==> config.mk <==
export PLATFORM = sky130hd
export DESIGN_NAME = mdu_hilo_flat
export DESIGN_NICKNAME = d
export VERILOG_FILES = /design/src/rtl/mdu_hilo_if.sv /design/src/rtl/mdu_hilo.sv /design/src/flat_wrapper.sv
export SDC_FILE = /design/constraint.sdc
export NUM_CORES = 2
export LEC_CHECK = 0
export ABC_AREA = 1
export CAP_MARGIN = 5
export CELL_PAD_IN_SITES_DETAIL_PLACEMENT = 1
export CELL_PAD_IN_SITES_GLOBAL_PLACEMENT = 2
export CORE_AREA = 5 5 387 389
export CTS_BUF_LIST = sky130_fd_sc_hd__clkbuf_2 sky130_fd_sc_hd__clkbuf_4 sky130_fd_sc_hd__clkbuf_8
export DETAILED_ROUTE_END_ITERATION = 10
export DIE_AREA = 0 0 392 394
export GPL_ROUTABILITY_DRIVEN = 0
export PLACE_DENSITY = 0.93
export SETUP_SLACK_MARGIN = 0.2
export SKIP_CTS_REPAIR_TIMING = 1
export SLEW_MARGIN = 20
export SYNTH_ARGS = -nofsm -noshare
export SYNTH_HDL_FRONTEND = slang
export SYNTH_SLANG_ARGS = --single-unit
==> constraint.sdc <==
create_clock -name clk -period 10.29 [get_ports clk]
set_clock_uncertainty 0.15 [all_clocks]
set_input_delay 2.058 -clock clk [delete_from_list [all_inputs] [get_ports clk]]
set_output_delay 2.058 -clock clk [all_outputs]
set_load 0.01 [all_outputs]
==> src/rtl/mdu_hilo_if.sv <==
// rtl/mdu_hilo_if.sv - EX-stage to multiply/divide unit handshake interface
//
// Signals:
//   start   EX presents a valid MDU op this cycle
//   ex_wr   EX stage advancing (low = frozen)
//   op      operation code
//   rs_val  operand A
//   rt_val  operand B
//   flush   cancel any in-flight op
//   busy    MDU op in progress
//   hi_o    committed HI register
//   lo_o    committed LO register
// Modports: master = EX side, slave = MDU side.

interface mdu_hilo_if;
  logic        start;
  logic        ex_wr;
  logic [2:0]  op;
  logic [31:0] rs_val;
  logic [31:0] rt_val;
  logic        flush;
  logic        busy;
  logic [31:0] hi_o;
  logic [31:0] lo_o;

  modport master (
    output start, ex_wr, op, rs_val, rt_val, flush,
    input  busy, hi_o, lo_o
  );

  modport slave (
    input  start, ex_wr, op, rs_val, rt_val, flush,
    output busy, hi_o, lo_o
  );
endinterface

==> src/rtl/mdu_hilo.sv <==
// rtl/mdu_hilo.sv - multiply/divide unit with architectural HI/LO registers
//
// Ports:
//   clk   pipeline clock
//   rst   asynchronous active-high reset
//   mdu   mdu_hilo_if.slave: start/ex_wr/op/rs_val/rt_val/flush in,
//         busy/hi_o/lo_o out
// Parameters:
//   MUL_LAT   busy cycles for a multiply (1..4), depth of the product delay line
//   DIV_ITER  restoring-division iterations (32 for a real build)
// Optional feature macro: MDU_MADD_EN enables op 110 MADD / 111 MSUB.

module mdu_hilo #(
  parameter int MUL_LAT  = 1,
  parameter int DIV_ITER = 32
) (
  input  logic      clk,
  input  logic      rst,
  mdu_hilo_if.slave mdu
);

  typedef enum logic [1:0] {S_IDLE, S_MUL, S_DIV, S_DONE} state_e;

  localparam int            CW       = 6;
  localparam logic [CW-1:0] MUL_LAST = CW'(MUL_LAT - 1);
  localparam logic [CW-1:0] DIV_LAST = CW'(DIV_ITER - 1);

  state_e        state_q, state_d;
  logic [CW-1:0] cnt_q, cnt_d;
  logic          busy_q, busy_d;
  logic [31:0]   hi_q, hi_d;
  logic [31:0]   lo_q, lo_d;
  logic [63:0]   mul_pipe_q [MUL_LAT];
  logic [63:0]   mul_pipe_d [MUL_LAT];
  logic [31:0]   quo_q, quo_d;
  logic [31:0]   rem_q, rem_d;
  logic [31:0]   dvs_q, dvs_d;
  logic          quo_neg_q, quo_neg_d;
  logic          rem_neg_q, rem_neg_d;
  logic          dz_q, dz_d;
`ifdef MDU_MADD_EN
  localparam logic [CW-1:0] MADD_LAST = CW'(MUL_LAT);
  logic          madd_q, madd_d;
  logic          msub_q, msub_d;
  logic [63:0]   sum_q, sum_d;
`endif

  logic          accept;
  logic          op_signed;
  logic [63:0]   mul_a, mul_b, mul_p, mul_res;
  logic [31:0]   rs_mag, rt_mag;
  logic [32:0]   rem_sh;
  logic          sub_ok;
  logic [31:0]   quo_fix, rem_fix;

  // A frozen EX (ex_wr=0) must not issue, or it would issue again on release.
  assign accept = mdu.start & mdu.ex_wr & ~busy_q & ~mdu.flush;

  // MULT/DIV (op[0]=0) are signed; MADD/MSUB (11x) are signed as well.
  assign op_signed = ~mdu.op[0] | (mdu.op[2] & mdu.op[1]);

  // Low 64 bits of an extended 64x64 product equal the signed/unsigned product.
  assign mul_a   = {{32{op_signed & mdu.rs_val[31]}}, mdu.rs_val};
  assign mul_b   = {{32{op_signed & mdu.rt_val[31]}}, mdu.rt_val};
  assign mul_p   = mul_a * mul_b;
  assign mul_res = mul_pipe_q[MUL_LAT-1];

  assign rs_mag = (op_signed & mdu.rs_val[31]) ? (~mdu.rs_val + 32'd1) : mdu.rs_val;
  assign rt_mag = (op_signed & mdu.rt_val[31]) ? (~mdu.rt_val + 32'd1) : mdu.rt_val;

  // One restoring step: shift the next dividend bit into the partial remainder.
  assign rem_sh = {rem_q, quo_q[31]};
  assign sub_ok = rem_sh >= {1'b0, dvs_q};

  assign quo_fix = quo_neg_q ? (~quo_q + 32'd1) : quo_q;
  assign rem_fix = rem_neg_q ? (~rem_q + 32'd1) : rem_q;

  always_comb begin
    state_d   = state_q;
    cnt_d     = cnt_q;
    hi_d      = hi_q;
    lo_d      = lo_q;
    quo_d     = quo_q;
    rem_d     = rem_q;
    dvs_d     = dvs_q;
    quo_neg_d = quo_neg_q;
    rem_neg_d = rem_neg_q;
    dz_d      = dz_q;
`ifdef MDU_MADD_EN
    madd_d    = madd_q;
    msub_d    = msub_q;
    sum_d     = sum_q;
`endif
    // Stage 0 holds its product; later stages copy forward, so after MUL_LAT
    // edges every stage carries the same product.
    mul_pipe_d[0] = mul_pipe_q[0];
    for (int i = 1; i < MUL_LAT; i++) begin
      mul_pipe_d[i] = mul_pipe_q[i-1];
    end

    case (state_q)
      S_IDLE: begin
        if (accept) begin
          cnt_d = '0;
`ifdef MDU_MADD_EN
          madd_d = 1'b0;
`endif
          case (mdu.op)
            3'b000, 3'b001: begin
              mul_pipe_d[0] = mul_p;
              state_d       = S_MUL;
            end
            3'b010, 3'b011: begin
              quo_d     = rs_mag;
              rem_d     = '0;
              dvs_d     = rt_mag;
              quo_neg_d = op_signed & (mdu.rs_val[31] ^ mdu.rt_val[31]);
              rem_neg_d = op_signed & mdu.rs_val[31];
              dz_d      = (mdu.rt_val == 32'd0);
              state_d   = S_DIV;
            end
            3'b100: hi_d = mdu.rs_val;
            3'b101: lo_d = mdu.rs_val;
`ifdef MDU_MADD_EN
            3'b110, 3'b111: begin
              mul_pipe_d[0] = mul_p;
              madd_d        = 1'b1;
              msub_d        = mdu.op[0];
              state_d       = S_MUL;
            end
`endif
            default: ;
          endcase
        end
      end

      S_MUL: begin
        if (mdu.flush) begin
          state_d = S_IDLE;
        end else begin
          cnt_d = cnt_q + 1'b1;
`ifdef MDU_MADD_EN
          if (madd_q) begin
            // Extra cycle: accumulate first, commit on the following edge.
            if (cnt_q == MUL_LAST) begin
              sum_d = msub_q ? ({hi_q, lo_q} - mul_res) : ({hi_q, lo_q} + mul_res);
            end else if (cnt_q == MADD_LAST) begin
              {hi_d, lo_d} = sum_q;
              state_d      = S_IDLE;
            end
          end else
`endif
          if (cnt_q == MUL_LAST) begin
            {hi_d, lo_d} = mul_res;
            state_d      = S_IDLE;
          end
        end
      end

      S_DIV: begin
        if (mdu.flush) begin
          state_d = S_IDLE;
        end else begin
          // Result of rem_sh - dvs is below dvs, so 32-bit wraparound is exact.
          rem_d = sub_ok ? (rem_sh[31:0] - dvs_q) : rem_sh[31:0];
          quo_d = {quo_q[30:0], sub_ok};
          cnt_d = cnt_q + 1'b1;
          if (cnt_q == DIV_LAST) begin
            state_d = S_DONE;
          end
        end
      end

      S_DONE: begin
        // With a zero divisor every step subtracts nothing, so the remainder
        // is the dividend magnitude and the sign fix-up restores rs_val.
        if (!mdu.flush) begin
          lo_d = dz_q ? 32'hFFFF_FFFF : quo_fix;
          hi_d = rem_fix;
        end
        state_d = S_IDLE;
      end

      default: state_d = S_IDLE;
    endcase

    busy_d = (state_d != S_IDLE);
  end

  always_ff @(posedge clk or posedge rst) begin
    if (rst) begin
      state_q   <= S_IDLE;
      cnt_q     <= '0;
      busy_q    <= 1'b0;
      hi_q      <= '0;
      lo_q      <= '0;
      quo_q     <= '0;
      rem_q     <= '0;
      dvs_q     <= '0;
      quo_neg_q <= 1'b0;
      rem_neg_q <= 1'b0;
      dz_q      <= 1'b0;
      for (int i = 0; i < MUL_LAT; i++) begin
        mul_pipe_q[i] <= '0;
      end
`ifdef MDU_MADD_EN
      madd_q    <= 1'b0;
      msub_q    <= 1'b0;
      sum_q     <= '0;
`endif
    end else begin
      state_q   <= state_d;
      cnt_q     <= cnt_d;
      busy_q    <= busy_d;
      hi_q      <= hi_d;
      lo_q      <= lo_d;
      quo_q     <= quo_d;
      rem_q     <= rem_d;
      dvs_q     <= dvs_d;
      quo_neg_q <= quo_neg_d;
      rem_neg_q <= rem_neg_d;
      dz_q      <= dz_d;
      for (int i = 0; i < MUL_LAT; i++) begin
        mul_pipe_q[i] <= mul_pipe_d[i];
      end
`ifdef MDU_MADD_EN
      madd_q    <= madd_d;
      msub_q    <= msub_d;
      sum_q     <= sum_d;
`endif
    end
  end

  assign mdu.busy = busy_q;
  assign mdu.hi_o = hi_q;
  assign mdu.lo_o = lo_q;

endmodule
==> src/flat_wrapper.sv <==
// flat-port wrapper written by rule: the top's interface ports become plain ports
module mdu_hilo_flat 
#(
  parameter int MUL_LAT  = 1,
  parameter int DIV_ITER = 32
)
  (clk, rst, mdu_start, mdu_ex_wr, mdu_op, mdu_rs_val, mdu_rt_val, mdu_flush, mdu_busy, mdu_hi_o, mdu_lo_o);
  mdu_hilo_if mdu_i ();
  input  logic clk;
  input  logic rst;
  input wire logic [$bits(mdu_i.start)-1:0] mdu_start;
  input wire logic [$bits(mdu_i.ex_wr)-1:0] mdu_ex_wr;
  input wire logic [$bits(mdu_i.op)-1:0] mdu_op;
  input wire logic [$bits(mdu_i.rs_val)-1:0] mdu_rs_val;
  input wire logic [$bits(mdu_i.rt_val)-1:0] mdu_rt_val;
  input wire logic [$bits(mdu_i.flush)-1:0] mdu_flush;
  output wire logic [$bits(mdu_i.busy)-1:0] mdu_busy;
  output wire logic [$bits(mdu_i.hi_o)-1:0] mdu_hi_o;
  output wire logic [$bits(mdu_i.lo_o)-1:0] mdu_lo_o;
  assign mdu_i.start = mdu_start;
  assign mdu_i.ex_wr = mdu_ex_wr;
  assign mdu_i.op = mdu_op;
  assign mdu_i.rs_val = mdu_rs_val;
  assign mdu_i.rt_val = mdu_rt_val;
  assign mdu_i.flush = mdu_flush;
  assign mdu_busy = mdu_i.busy;
  assign mdu_hi_o = mdu_i.hi_o;
  assign mdu_lo_o = mdu_i.lo_o;
  mdu_hilo #(.MUL_LAT(MUL_LAT), .DIV_ITER(DIV_ITER)) u_core (.clk(clk), .rst(rst), .mdu(mdu_i));
endmodule
==> results.txt <==
Run status = complete, no violations
Path category of the worst min-delay check = reg -> reg
Number of nets in the layout = 8951
Leftover overflow at the end of global routing = 0
Root Driver = sky130_fd_sc_hd__clkbuf_8
Global-route track usage on met3 = 0.0385
Post-DR wirelength/cell = 23.1 um
Clock transition time at the flip-flop clock pins of the worst setup and hold paths = 70 ps
Data required time at the worst endpoint = 10670 ps
Highest achievable clock rate = 0.104 GHz
Pin count of the biggest net entering global routing = 128
Per-instance average area after synthesis = 7.50 um2
Number of design rule violations left after detail routing = 0
DIE AREA = 0.154 mm2
Number of buffers between clock root and the deepest sink = 3
Most instantiated library cell after synthesis = sky130_fd_sc_hd__nand2_1
Worst hold path cell count = 2
Sequential fraction of the synthesis area = 0.105
Cell with the biggest individual delay on the critical path = sky130_fd_sc_hd__fa_1
Post-synthesis cell count = 7509
DRC violation total after the first TritonRoute iteration = 3255
Max-slew violation count = 0
Routing usage on met2 = 0.489
Vertical extent of the die = 394 um
Setup crit start kind = input port
Worst path max stage delay = 600 ps
Final setup violation count = 0
Post-synthesis cell type count = 52
Crit path arrival time = 10020 ps
Vias in the first global route = 56500
Dpl hpwl = 183000 um
Vias per inst = 5.31
Most area-hungry cell type in the Yosys netlist = sky130_fd_sc_hd__fa_1
Tightest Pin Transition = 1030 ps
Total via count in the routed design = 50200
Ratio of cells with drive above 1 in the final layout = 0.0473
Buffers and inverters on the worst path = 11
Worst hold margin = 325 ps
Min cycle time layout = 9640 ps
Kind of cell adding the most delay to the critical path = adder cells
Total routing resource utilization after global routing = 0.284
Top Usage Layer GRT = met2
# H-tree levels = 2
Number of clock sinks = 236
Final-report hold violation count = 0
CORE AREA = 0.146 mm2
Synth-to-Final Area Change = 8.38%
Clock latency on the worst-skew pair = 650 ps
Cell depth of the worst flop-to-flop path = 12
GRT met1 Usage = 0.349
Synth warn = 0
Fin crit share = 0.937
CP dominant cell by count = sky130_fd_sc_hd__fa_1
I/O pin count = 137
Number of buffers inserted during clock tree synthesis = 44
Instance count on the critical path = 31
Flip-flop cell with the highest count after synthesis = sky130_fd_sc_hd__dfrtp_1
Total wire length after detailed routing = 219000 um
Global-route wire length before repair = 336000 um
TritonCTS clock tree = yes
Share of flip-flops with an asynchronous set or reset = 1.00
Setup TNS = 0 ps
Top cells by count, synth = sky130_fd_sc_hd__nand2_1, sky130_fd_sc_hd__inv_1, sky130_fd_sc_hd__fa_1
Input/output buffers = 136
Highest net fanout along the worst path = 11
Yosys top cell area share = 0.400
Rows = 141
Die extent in x = 392 um
Starting density of the core = 0.385
Setup CP Type = in -> reg
ANT nets after route = 0
Post-synth net total = 8962
Post-synthesis instance area = 0.0563 mm2
Cells taking the most area after synthesis = sky130_fd_sc_hd__fa_1, sky130_fd_sc_hd__nand2_1, sky130_fd_sc_hd__inv_1, sky130_fd_sc_hd__dfrtp_1, sky130_fd_sc_hd__ha_1
Worst Setup End Kind = register
Number of enable-type register cells in the synthesized netlist = 0
RSZ-0062 raised after global routing = false
Drt pass-1 iters = 5
Synthesized flop and latch total = 236
Max-cap violations = 0
Worst-case headroom to the max-slew limit = 0.312
Antenna violations before repair = 18
worst reg2reg max path: cells and delay by family (launching register included):
family	cells	cell delay [ps]
compound gates	4	1390
fa+ha+maj	1	200
buf+inv	4	1890
flops	1	440
simple gates	3	430
worst paths after layout:
path,start,slack (ps),to
min reg2reg,u_core.mul_pipe_q[2]$_DFFE_PP0P_,320,u_core.mul_pipe_q[2]$_DFFE_PP0P_
max,mdu_op[0],650,u_core.mul_pipe_q[62]$_DFFE_PP0P_
max in group asynchronous,rst,6700,u_core.mul_pipe_q[35]$_DFFE_PP0P_
min in group asynchronous,rst,1630,u_core.mdu.hi_o[26]$_DFFE_PP0P_
min,u_core.mul_pipe_q[2]$_DFFE_PP0P_,320,u_core.mul_pipe_q[2]$_DFFE_PP0P_
max reg2reg,u_core.state_q[1]$_DFF_PP0_,5660,u_core.mdu.hi_o[28]$_DFFE_PP0P_
registers in the layout, summed over array words and instances (netlist names):
name               count
u_core.dz_q            1
u_core.mul_pipe_q     64
u_core.rem_neg_q       1
u_core.quo_q          32
u_core.quo_neg_q       1
u_core.rem_q          32
u_core.state_q         2
u_core.cnt_q           6
u_core.dvs_q          32
u_core.mdu.lo_o       32
u_core.mdu.busy        1
u_core.mdu.hi_o       32
per-layer routing:
layer / wire length, um / vias to the layer above
met1: 85500 / 26000
li1: - / 22000
met2: 106000 / 1739
met3: 13200 / 568
met5: 51 / -
met4: 13900 / 10
cells in the final DEF, fill, tap and decap left out, types with 10 or more instances in the layout:
| cell | instances |
|---|---|
| sky130_fd_sc_hd__o21ai_0 | 191 |
| sky130_fd_sc_hd__xnor2_1 | 30 |
| sky130_fd_sc_hd__o221ai_1 | 18 |
| sky130_fd_sc_hd__clkbuf_8 | 53 |
| sky130_fd_sc_hd__nand3_1 | 370 |
| sky130_fd_sc_hd__a211oi_1 | 18 |
| sky130_fd_sc_hd__ha_1 | 253 |
| sky130_fd_sc_hd__nor3_1 | 35 |
| sky130_fd_sc_hd__a31oi_1 | 30 |
| sky130_fd_sc_hd__inv_1 | 1880 |
| sky130_fd_sc_hd__o21bai_1 | 21 |
| sky130_fd_sc_hd__inv_2 | 17 |
| sky130_fd_sc_hd__clkbuf_4 | 15 |
| sky130_fd_sc_hd__nand2_1 | 1964 |
| sky130_fd_sc_hd__fa_1 | 1125 |
| sky130_fd_sc_hd__buf_2 | 46 |
| sky130_fd_sc_hd__xor2_1 | 50 |
| sky130_fd_sc_hd__buf_4 | 137 |
| sky130_fd_sc_hd__a211oi_2 | 10 |
| sky130_fd_sc_hd__nor2_1 | 486 |
| sky130_fd_sc_hd__nor4_1 | 12 |
| sky130_fd_sc_hd__a21oi_1 | 203 |
| sky130_fd_sc_hd__buf_12 | 27 |
| sky130_fd_sc_hd__o211ai_1 | 27 |
| sky130_fd_sc_hd__o21ai_1 | 28 |
| sky130_fd_sc_hd__a41oi_1 | 10 |
| sky130_fd_sc_hd__clkdlybuf4s50_1 | 90 |
| sky130_fd_sc_hd__nand4_1 | 50 |
| sky130_fd_sc_hd__dfrtp_1 | 236 |
| sky130_fd_sc_hd__nand3b_1 | 11 |
per-stage QoR:
step                utilization  instance area, um2  worst slack [ps]  cells
floorplan                     -               56300               686   7509
global placement          0.410               60000               223   9381
detailed placement        0.410               60000              19.6   9381
CTS                       0.417               61000               691   9460
global route              0.417               61000               212   9466
finish                    0.417               61000               651   9470
final cells by class:
cell class | count | area (um2)
antenna | 9 | 22.5
sequential | 236 | 5910
fill | 18300 | 85400
clock buffer | 68 | 842
tap | 1930 | 2410
clock inverter | 11 | 145
multi-input combinational | 5016 | 41900
inverter | 1899 | 7140
timing repair buffer | 301 | 2730
kinds of logic (layout without fill, tap and decap cells):
family | after synthesis | in the layout | synth area share
AOI/OAI and AO/OA | 589 | 589 | 0.0606
adders and majority gates | 1381 | 1381 | 0.457
xor gates and xnor gates | 80 | 80 | 0.0124
buffers and inverters | 2257 | 2279 | 0.152
other | 0 | 9 | 0
and+or+nand+nor | 2966 | 2966 | 0.213
DFF | 236 | 236 | 0.105
Power is not shown: default switching activity piles up to over one toggle a cycle in this logic, so the estimate is an artifact.
